$ cat src/rtl/adc_access_arbiter_if.sv
// adc_access_arbiter_if
//   Bundles the requester-side and SPI-reader-side signals of the ADC access
//   arbiter.
//   master : environment side (requesters + SPI reader); drives req, spi_done, spi_data
//   slave  : arbiter side; drives rsp_valid, rsp_data, rsp_err, grant_id, busy, spi_start
//   NREQ must match the NREQ of the arbiter instance bound to this interface.
interface adc_access_arbiter_if #(
  parameter int unsigned NREQ = 4
);
  logic [NREQ-1:0] req;        // per-requester level request
  logic [NREQ-1:0] rsp_valid;  // one-hot response pulse
  logic [11:0]     rsp_data;   // conversion result
  logic            rsp_err;    // timeout flag, with rsp_valid
  logic [2:0]      grant_id;   // current/last granted requester
  logic            busy;       // conversion or recovery in progress
  logic            spi_start;  // pulse to SPI reader
  logic            spi_done;   // pulse from SPI reader
  logic [11:0]     spi_data;   // SPI reader word

  modport master (
    output req, spi_done, spi_data,
    input  rsp_valid, rsp_data, rsp_err, grant_id, busy, spi_start
  );

  modport slave (
    input  req, spi_done, spi_data,
    output rsp_valid, rsp_data, rsp_err, grant_id, busy, spi_start
  );
endinterface

$ cat src/rtl/adc_access_arbiter.sv
// adc_access_arbiter
//   Shares one 12-bit SPI ADC reader among NREQ requesters. Round-robin grant,
//   one conversion at a time: pulse spi_start, wait for spi_done (or abort on
//   timeout), return the word to the granted requester, then hold off MIN_GAP
//   cycles so CS can recover before the next conversion.
// Ports
//   clk  : system clock
//   rst  : synchronous active-high reset
//   bus  : adc_access_arbiter_if.slave -- req/rsp_* toward requesters,
//          spi_start/spi_done/spi_data toward the SPI reader, grant_id/busy status
// Parameters
//   NREQ    (2..8) number of requesters
//   MIN_GAP (>=1)  idle cycles between conversions
//   TIMEOUT (>=2)  BUSY cycles allowed before the conversion is aborted
module adc_access_arbiter #(
  parameter int unsigned NREQ    = 4,
  parameter int unsigned MIN_GAP = 100,
  parameter int unsigned TIMEOUT = 4096
) (
  input logic                 clk,
  input logic                 rst,
  adc_access_arbiter_if.slave bus
);

  localparam int unsigned TW = $clog2(TIMEOUT);
  localparam int unsigned GW = $clog2(MIN_GAP + 1);

  typedef enum logic [1:0] {
    S_IDLE,
    S_START,
    S_BUSY,
    S_GAP
  } state_t;

  state_t          state_q, state_d;
  logic [2:0]      last_grant_q, last_grant_d;
  logic [2:0]      grant_id_q, grant_id_d;
  logic [TW-1:0]   tmo_cnt_q, tmo_cnt_d;
  logic [GW-1:0]   gap_cnt_q, gap_cnt_d;
  logic [NREQ-1:0] rsp_valid_q, rsp_valid_d;
  logic [11:0]     rsp_data_q, rsp_data_d;
  logic            rsp_err_q, rsp_err_d;
  logic            busy_q, busy_d;
  logic            spi_start_q, spi_start_d;

  logic            pick_found;
  logic [2:0]      pick_idx;
  logic [7:0]      grant_onehot;

  // Round-robin pick: scan last_grant+1, +2, ... wrapping, last_grant itself last.
  always_comb begin
    logic [7:0]  req_ext;
    logic [2:0]  cand;
    int unsigned cand_i;
    req_ext              = '0;
    req_ext[NREQ-1:0]    = bus.req;
    cand                 = '0;
    cand_i               = 0;
    pick_found           = 1'b0;
    pick_idx             = '0;
    for (int unsigned i = 1; i <= NREQ; i++) begin
      cand_i = (32'(last_grant_q) + i) % NREQ;
      cand   = cand_i[2:0];
      if (!pick_found && req_ext[cand]) begin
        pick_found = 1'b1;
        pick_idx   = cand;
      end
    end
  end

  assign grant_onehot = 8'd1 << grant_id_q;

  always_comb begin
    state_d      = state_q;
    last_grant_d = last_grant_q;
    grant_id_d   = grant_id_q;
    tmo_cnt_d    = tmo_cnt_q;
    gap_cnt_d    = gap_cnt_q;
    rsp_valid_d  = '0;
    rsp_data_d   = rsp_data_q;
    rsp_err_d    = 1'b0;

    unique case (state_q)
      S_IDLE: begin
        if (pick_found) begin
          grant_id_d   = pick_idx;
          last_grant_d = pick_idx;
          state_d      = S_START;
        end
      end
      S_START: begin
        tmo_cnt_d = '0;
        state_d   = S_BUSY;
      end
      S_BUSY: begin
        // spi_done has priority over a timeout landing in the same cycle.
        if (bus.spi_done) begin
          rsp_data_d  = bus.spi_data;
          rsp_valid_d = grant_onehot[NREQ-1:0];
          gap_cnt_d   = '0;
          state_d     = S_GAP;
        end else if (tmo_cnt_q == TW'(TIMEOUT - 1)) begin
          rsp_data_d  = '0;
          rsp_err_d   = 1'b1;
          rsp_valid_d = grant_onehot[NREQ-1:0];
          gap_cnt_d   = '0;
          state_d     = S_GAP;
        end else begin
          tmo_cnt_d = tmo_cnt_q + 1'b1;
        end
      end
      S_GAP: begin
        if (gap_cnt_q == GW'(MIN_GAP - 1)) begin
          state_d = S_IDLE;
        end else begin
          gap_cnt_d = gap_cnt_q + 1'b1;
        end
      end
      default: state_d = S_IDLE;
    endcase

    // Status outputs are registered from the next state so they line up with it.
    spi_start_d = (state_d == S_START);
    busy_d      = (state_d != S_IDLE);
  end

  always_ff @(posedge clk) begin
    if (rst) begin
      state_q      <= S_IDLE;
      last_grant_q <= 3'(NREQ - 1);
      grant_id_q   <= '0;
      tmo_cnt_q    <= '0;
      gap_cnt_q    <= '0;
      rsp_valid_q  <= '0;
      rsp_data_q   <= '0;
      rsp_err_q    <= 1'b0;
      busy_q       <= 1'b0;
      spi_start_q  <= 1'b0;
    end else begin
      state_q      <= state_d;
      last_grant_q <= last_grant_d;
      grant_id_q   <= grant_id_d;
      tmo_cnt_q    <= tmo_cnt_d;
      gap_cnt_q    <= gap_cnt_d;
      rsp_valid_q  <= rsp_valid_d;
      rsp_data_q   <= rsp_data_d;
      rsp_err_q    <= rsp_err_d;
      busy_q       <= busy_d;
      spi_start_q  <= spi_start_d;
    end
  end

  assign bus.rsp_valid = rsp_valid_q;
  assign bus.rsp_data  = rsp_data_q;
  assign bus.rsp_err   = rsp_err_q;
  assign bus.grant_id  = grant_id_q;
  assign bus.busy      = busy_q;
  assign bus.spi_start = spi_start_q;

endmodule

$ cat src/flat_wrapper.sv
// flat-port wrapper written by rule: the top's interface ports become plain ports
module adc_access_arbiter_flat 
#(
  parameter int unsigned NREQ    = 4,
  parameter int unsigned MIN_GAP = 100,
  parameter int unsigned TIMEOUT = 4096
)
  (clk, rst, bus_req, bus_spi_done, bus_spi_data, bus_rsp_valid, bus_rsp_data, bus_rsp_err, bus_grant_id, bus_busy, bus_spi_start);
  adc_access_arbiter_if #(.NREQ(NREQ)) bus_i ();
  input logic clk;
  input logic rst;
  input wire logic [$bits(bus_i.req)-1:0] bus_req;
  input wire logic [$bits(bus_i.spi_done)-1:0] bus_spi_done;
  input wire logic [$bits(bus_i.spi_data)-1:0] bus_spi_data;
  output wire logic [$bits(bus_i.rsp_valid)-1:0] bus_rsp_valid;
  output wire logic [$bits(bus_i.rsp_data)-1:0] bus_rsp_data;
  output wire logic [$bits(bus_i.rsp_err)-1:0] bus_rsp_err;
  output wire logic [$bits(bus_i.grant_id)-1:0] bus_grant_id;
  output wire logic [$bits(bus_i.busy)-1:0] bus_busy;
  output wire logic [$bits(bus_i.spi_start)-1:0] bus_spi_start;
  assign bus_i.req = bus_req;
  assign bus_i.spi_done = bus_spi_done;
  assign bus_i.spi_data = bus_spi_data;
  assign bus_rsp_valid = bus_i.rsp_valid;
  assign bus_rsp_data = bus_i.rsp_data;
  assign bus_rsp_err = bus_i.rsp_err;
  assign bus_grant_id = bus_i.grant_id;
  assign bus_busy = bus_i.busy;
  assign bus_spi_start = bus_i.spi_start;
  adc_access_arbiter #(.NREQ(NREQ), .MIN_GAP(MIN_GAP), .TIMEOUT(TIMEOUT)) u_core (.clk(clk), .rst(rst), .bus(bus_i));
endmodule
$ cat config.mk
export PLATFORM = sky130hd
export DESIGN_NAME = adc_access_arbiter_flat
export DESIGN_NICKNAME = d
export VERILOG_FILES = /design/src/rtl/adc_access_arbiter_if.sv /design/src/rtl/adc_access_arbiter.sv /design/src/flat_wrapper.sv
export SDC_FILE = /design/constraint.sdc
export NUM_CORES = 1
export LEC_CHECK = 0
export BUFFER_PORTS_ARGS = -buffer_cell sky130_fd_sc_hd__buf_2
export CORE_ASPECT_RATIO = 1.1
export CORE_UTILIZATION = 24
export CTS_CLUSTER_SIZE = 20
export DETAILED_ROUTE_END_ITERATION = 16
export PLACE_DENSITY = 0.47
export SYNTH_ARGS = -nofsm -noshare
export SYNTH_HDL_FRONTEND = slang
export SYNTH_SLANG_ARGS = --single-unit
$ cat constraint.sdc
create_clock -name clk -period 3.3 [get_ports clk]
set_input_delay 0.66 -clock clk [delete_from_list [all_inputs] [get_ports clk]]
set_output_delay 0.66 -clock clk [all_outputs]
set_load 0.01 [all_outputs]
==> results of run 1 <==
## critical path, cell delays in order (launching register included)
cell and delay [ns]:
dfxtp_1 0.38, ha_1 0.26, nand3_2 0.16, o41ai_2 0.59, buf_4 0.25, a21oi_1 0.08
mux2i_1 0.13
## report_power, final
| part | internal, W | total, W | switching, W |
|---|---|---|---|
| combinational | 0.0000623 | 0.000144 | 0.0000818 |
| sequential | 0.000555 | 0.000584 | 0.0000291 |
| clock | 0.000170 | 0.000352 | 0.000182 |
## state kept, by name, indices dropped and copies added, names as in the netlist
| register | count |
|---|---|
| u_core.bus.busy | 1 |
| u_core.bus.grant_id | 2 |
| u_core.bus.rsp_data | 12 |
| u_core.bus.rsp_err | 1 |
| u_core.bus.rsp_valid | 4 |
| u_core.bus.spi_start | 1 |
| u_core.gap_cnt_q | 7 |
| u_core.last_grant_q | 2 |
| u_core.state_q | 2 |
| u_core.tmo_cnt_q | 12 |
## synth_stat cells, types with 3 or more instances
| cell type | number | share of area (%) |
|---|---|---|
| nand4_1 | 3 | 0.94 |
| nand3_1 | 11 | 2.8 |
| and3_1 | 4 | 1.3 |
| a22o_1 | 12 | 5.3 |
| a31oi_1 | 4 | 1.3 |
| xor2_1 | 4 | 1.8 |
| clkbuf_1 | 3 | 0.56 |
| inv_1 | 5 | 0.94 |
| nor2_1 | 10 | 1.9 |
| a31o_2 | 3 | 1.3 |
| a21oi_1 | 8 | 2.0 |
| or3_1 | 5 | 1.6 |
| nor2b_1 | 6 | 1.9 |
| o21ai_0 | 3 | 0.75 |
| nand2_1 | 21 | 3.9 |
| dfxtp_1 | 44 | 44 |
| nor4b_1 | 3 | 1.3 |
| buf_2 | 5 | 1.3 |
| mux2i_1 | 7 | 3.5 |
| nand2b_1 | 5 | 1.6 |
## metal layers
metal | global-route usage, % | routed length (um) | vias up
met5 | 0 | 0 | -
met4 | 3.907 | 36 | 0
met3 | 2.039 | 122 | 4
met2 | 18.28 | 2143 | 34
met1 | 15.18 | 2265 | 780
li1 | - | - | 872
## final cells by class
class,instances,area (um^2),share of cell area [%]
clock buffers,7,86.33,3.620
well taps,108,135.1,5.666
clock inverters,1,7.507,0.3148
flip-flops and latches,44,880.8,36.94
multi-input cells,154,1054,44.18
repair buffers,40,202.7,8.499
inverters,5,18.77,0.7870
## final timing paths
kind                                                to              startpoint  cells after the start
worst max register to register     u_core.tmo_cnt_q[4]     u_core.tmo_cnt_q[0]                      6
worst min-delay path            u_core.bus.rsp_data[4]  u_core.bus.rsp_data[4]                      1
worst min register to register  u_core.bus.rsp_data[4]  u_core.bus.rsp_data[4]                      1
worst max-delay path               u_core.tmo_cnt_q[4]     u_core.tmo_cnt_q[0]                      6
## logic make-up (layout without fill, tap and decap cells)
kind of cell | after synthesis | after routing | synth area share (%)
compound gates | 51 | 51 | 20.18
xor+xnor | 5 | 5 | 2.193
fa+ha+maj | 2 | 2 | 1.253
buf+inv | 14 | 53 | 3.133
flops | 44 | 44 | 44.11
mux | 7 | 7 | 3.509
other cells | 1 | 1 | 0.1878
simple gates | 88 | 88 | 25.44
## stage by stage
step / worst slack (ns) / instance area, um^2
3_5_place_dp: 1.189 / 2291
6_report: 1.331 / 2385
4_1_cts: 1.324 / 2385
3_3_place_gp: 1.226 / 2291
5_1_grt: 1.146 / 2385
2_1_floorplan: 1.474 / 1997
==> results.tsv, run 1 <==
stage	metric	value	unit
run_status	outcome	finished, final reports clean	
timing	Worst Tran Pin Value	0.6232	ns
placed_design	HPWL after DPL	3.318	mm
grt	GR Util All Layers	11.39	%
layout	commonest non-fill, non-tap cell in the layout	dfxtp_1	
worst_setup_path	Data arrival, critical path	2.15	ns
layout	area delta synth->final	19.42	%
grt	total grt overflow	0	
route	Pre-antenna DRT Iters	4	
route	drt initial violations	54	
route	average wire per standard cell	12.72	um
logic_synthesis	syn_area_per_cell	9.419	um^2
clock_network	CTS sink cnt	44	
logic_synthesis	Netlist cell types	56	
worst_hold_path	HP Class	flip-flop to flip-flop	
floorplanning	Cell Rows	34	
clock_network	hold-fix buffers at CTS	0	
logic_synthesis	Post-synth EDFFs	0	
grt	first-pass GRT wire length	7.941	mm
logic_synthesis	Post-Synthesis Cell Area	0.001997	mm^2
logic_synthesis	sequential-to-total area share from yosys stat	44.11	%
timing	Rel. slew slack	58.46	%
timing	Final Max Tran Viols	0	
layout	post-layout util	29.82	%
floorplanning	Die Span X	88.97	um
worst_setup_path	Worst EP required	3.48	ns
timing	Hold Vio Cnt, Final	0	
floorplanning	Core Footprint	0.007998	mm^2
timing	Fin Hold WS	0.4809	ns
route	Residual DRC	0	
pwr	Lkg Pwr	0.9137	nW
clock_network	setup bufs post-CTS	0	
clock_network	CTS clk-pin slew, worst paths	0.08	ns
worst_setup_path	CP max FO	8	
clock_network	CTS resizes	0	
grt	initial antenna violation count	0	
worst_setup_path	CP endpoint kind	flip-flop	
placed_design	GPL Wtd Cong	0.7532	
worst_setup_path	worst reg-to-reg setup slack	1.33	ns
placed_design	I/O Buffers	39	
worst_setup_path	CP Class	flip-flop to flip-flop	
logic_synthesis	cell count after synthesis	212	
pwr	Total Power	0.001080	W
clock_network	htree depth	2	
clock_network	Inserted Clock Buffers	5	
floorplanning	initial core utilization	24.97	%
floorplanning	number of I/O pins	41	
pwr	worst-case vdd ir drop	0.1687	mV
floorplanning	DIE HEIGHT	97.67	um
timing	skew final	0.004651	ns
clock_network	clk root buf	clkbuf_8	
worst_setup_path	CP Launch Type	flip-flop	
timing	final setup fails	0	
timing	period utilization	59.67	%
clock_network	maximum clock path buffer count	2	
layout	final net count	271	
timing	RSZ-0062 raised after global routing	no	
logic_synthesis	#FFs+latches synth	44	
pwr	PD cells	452.7	mW/mm^2
timing	fmax	507.8	MHz
layout	final non-filler cell total	359	
timing	setup TNS	0	ns
floorplanning	die area	0.008690	mm^2
route	total number of vias	1690	
route	Via density	4.708	
logic_synthesis	Post-synth top flop	dfxtp_1	
clock_network	CTS tree	built	
route	Total Wirelength	4.567	mm
grt	vias in the first global route	1660	
logic_synthesis	Post-synth ARST share	0	%
layout	ANT cells	0	
layout	most frequent cells in the layout	dfxtp_1, buf_2, nand2_1	
logic_synthesis	syn nets	233	
job	Max Cap Viol	0	
route	ANT nets after route	0	
grt	largest net degree at the start of global routing	20	
clock_network	clock latency on the worst-skew pair	0.29	ns
logic_synthesis	synthesis warning total	0	
layout	ratio of cells with drive above 1 in the final layout	24.70	%
layout	fillers	878	
timing	Period minus WS final	1.969	ns
placed_design	placed insts	351	
Note: power is estimated with default switching activity, not from simulation.
==> run 2, diff against run 1 <==
--- a/config.mk
+++ b/config.mk
@@ -5,6 +5,7 @@
 export SDC_FILE = /design/constraint.sdc
 export NUM_CORES = 1
 export LEC_CHECK = 0
+export ABC_AREA = 1
 export BUFFER_PORTS_ARGS = -buffer_cell sky130_fd_sc_hd__buf_2
 export CORE_ASPECT_RATIO = 1.1
 export CORE_UTILIZATION = 24
==> constraint.sdc (replaced) <==
create_clock -name clk -period 2 [get_ports clk]
set_input_delay 0.4 -clock clk [delete_from_list [all_inputs] [get_ports clk]]
set_output_delay 0.4 -clock clk [all_outputs]
set_load 0.01 [all_outputs]
==> run 2 against run 1 <==
Via count is 21% higher. Total power grew to 2.5 times the previous value. Global-route usage decreased by 0.22 points. Routed wire length is 8.3% higher. Worst setup slack got worse by 1.0 ns. Critical endpoint is now u_core.gap_cnt_q[2].
==> results.tsv, run 2 <==
stage	metric	value	unit	change
run_status	outcome	finished, final reports clean		
route	Total Wirelength	4.945	mm	+8.3%
worst_setup_path	CP max FO	14		+6
logic_synthesis	Area contributors post-synth	dfxtp_1, nand2_1, nand3_1, a21oi_1, nor2_1		
grt	total grt overflow	0		unchanged
logic_synthesis	Post-Synthesis Cell Area	0.002205	mm^2	+10%
worst_hold_path	Hold Crit Depth	3		+2
route	Pre-antenna DRT Iters	4		unchanged
logic_synthesis	top cell type's share of synthesized area	39.95	%	-4.2 points
worst_hold_path	HP Class	input pin to flip-flop		
clock_network	setup bufs post-CTS	0		unchanged
worst_setup_path	CP Class	flip-flop to flip-flop		
timing	setup TNS	0	ns	unchanged
pwr	PD cells	1034	mW/mm^2	+130%
route	average wire per standard cell	10.59	um	-17%
placed_design	GPL Wtd Cong	0.7616		+1.1%
layout	commonest non-fill, non-tap cell in the layout	nand2_1		
layout	area delta synth->final	19.18	%	
placed_design	HPWL after DPL	3.697	mm	+11%
logic_synthesis	cell count after synthesis	312		+47%
clock_network	clock latency on the worst-skew pair	0.30	ns	about the same
layout	ratio of cells with drive above 1 in the final layout	23.51	%	-1.2 points
route	drt initial violations	87		+61%
clock_network	CTS sink cnt	44		unchanged
clock_network	CTS tree	built		
layout	post-layout util	29.61	%	-0.21 points
grt	largest net degree at the start of global routing	21		+5.0%
timing	skew final	0.009981	ns	+0.005331 ns
worst_setup_path	Worst Reg-to-Reg Cells	11		+5
logic_synthesis	#FFs+latches synth	44		unchanged
worst_setup_path	CP endpoint kind	flip-flop		
timing	period utilization	83.79	%	+24 points
floorplanning	initial core utilization	24.84	%	-0.12 points
floorplanning	Cell Rows	36		+5.9%
route	ANT nets after route	0		unchanged
floorplanning	die area	0.009573	mm^2	+10%
route	Residual DRC	0		unchanged
worst_setup_path	Worst EP required	2.23	ns	-1.25 ns
logic_synthesis	most common cell in the netlist	nand2_1		
clock_network	CTS resizes	0		unchanged
clock_network	htree depth	2		unchanged
layout	fillers	995		+13%
clock_network	maximum clock path buffer count	2		unchanged
logic_synthesis	Yosys top cell by area	dfxtp_1		
layout	ANT cells	0		unchanged
floorplanning	number of I/O pins	41		unchanged
logic_synthesis	Netlist cell types	37		-34%
route	Via density	4.373		-7.1%
logic_synthesis	syn nets	333		+43%
pwr	worst-case vdd ir drop	0.3486	mV	+110%
logic_synthesis	Post-synth EDFFs	0		unchanged
logic_synthesis	Post-synth ARST share	0	%	unchanged
clock_network	CTS clk-pin slew, worst paths	0.09	ns	about the same
timing	final setup fails	0		unchanged
logic_synthesis	Post-synth top flop	dfxtp_1		
timing	Hold Vio Cnt, Final	0		unchanged
logic_synthesis	synthesis warning total	0		unchanged
placed_design	post-place instance area	0.002506	mm^2	+9.4%
pwr	Lkg Pwr	1.199	nW	+31%
grt	initial antenna violation count	0		unchanged
layout	fin area	0.002628	mm^2	+10%
floorplanning	DIE HEIGHT	102.5	um	+5.0%
timing	Final Max Tran Viols	0		unchanged
floorplanning	Die Span X	93.38	um	+5.0%
logic_synthesis	top cells by count, synth	nand2_1, dfxtp_1, nand3_1, nor2_1		
grt	vias in the first global route	1907		+15%
route	total number of vias	2042		+21%
layout	area of the multi-input gates	0.001145	mm^2	+8.7%
clock_network	Inserted Clock Buffers	5		unchanged
worst_setup_path	CP Launch Type	flip-flop		
grt	first-pass GRT wire length	8.549	mm	+7.7%
logic_synthesis	sequential-to-total area share from yosys stat	39.95	%	-4.2 points
layout	Seq. cell area	880.8	um^2	unchanged
floorplanning	Core Footprint	0.008874	mm^2	+11%
placed_design	I/O Buffers	39		unchanged
layout	most frequent cells in the layout	nand2_1, dfxtp_1, nand3_1		
timing	RSZ-0062 raised after global routing	no		
clock_network	hold-fix buffers at CTS	0		unchanged
job	Max Cap Viol	0		unchanged
timing	Period minus WS final	1.676	ns	-0.2934 ns
clock_network	clk root buf	clkbuf_8		
timing	fmax	596.7	MHz	+18%
logic_synthesis	syn_area_per_cell	7.066	um^2	-25%
grt	GR Util All Layers	11.18	%	-0.22 points
layout	final net count	373		+38%
worst_setup_path	Data arrival, critical path	1.91	ns	-0.24 ns
run 2: where the power goes:
group	internal, W	total [W]	switching [W]
logic	0.000317	0.000925	0.000608
clock network	0.000409	0.000722	0.000313
registers	0.000977	0.00107	0.0000916
total	0.00170	0.00272	0.00101
run 2: worst paths after layout:
check	end	from	slack (ns)
max	u_core.gap_cnt_q[2]	u_core.tmo_cnt_q[0]	0.32
min	u_core.bus.rsp_data[0]	bus_spi_data[0]	0.32
max reg2reg	u_core.gap_cnt_q[2]	u_core.tmo_cnt_q[0]	0.32
min reg2reg	u_core.bus.rsp_data[4]	u_core.bus.rsp_data[4]	0.47
run 2: kinds of logic after synthesis:
group | count (synthesis) | share of synthesized area, %
adder cells (fa/ha/maj) | 2 | 1.135
other | 1 | 0.1701
buffers and inverters | 41 | 8.115
AND/OR/NAND/NOR | 181 | 39.22
AO/OA/AOI/OAI | 38 | 9.422
XOR/XNOR | 5 | 1.987
flip-flops | 44 | 39.95
run 2: cell type report:
| type | count | share of cell area (%) |
|---|---|---|
| sequential | 44 | 33.52 |
| tap | 114 | 5.429 |
| clock buffer | 6 | 3.143 |
| timing repair buffer | 42 | 8.286 |
| clock inverter | 2 | 1.476 |
| inverter | 32 | 4.571 |
| multi-input combinational | 227 | 43.57 |
run 2: worst max-delay path, cell delays in order, from the launching register on:
cell and delay, ns:
dfxtp_1 0.37, ha_1 0.17, nand2_1 0.09, inv_2 0.06
nand2_2 0.07, nor2_4 0.12, nand4_4 0.11, nand2_2 0.11
nand2_2 0.17, nand2_2 0.16, nand2_1 0.06, a21oi_1 0.11
run 2: per-stage QoR:
step / setup WS (ns) / total power, W / instances / hold WS [ns]
after floorplan: 0.5320 / 0.001800 / 312 / 0.4475
after global placement: 0.3502 / 0.002024 / 459 / 0.4618
final: 0.3242 / 0.002716 / 467 / 0.3192
after global routing: 0.1001 / 0.002937 / 467 / 0.3174
after CTS: 0.2885 / 0.002752 / 467 / 0.3172
after detailed placement: 0.3304 / 0.002030 / 459 / 0.4598
run 2: layer usage:
layer	routed length (um)	vias up	GRT usage, %
met3	170	5	2.139
met2	2268	42	18.83
met5	0	-	0
met4	57	0	3.550
met1	2449	908	14.46
li1	-	1087	-
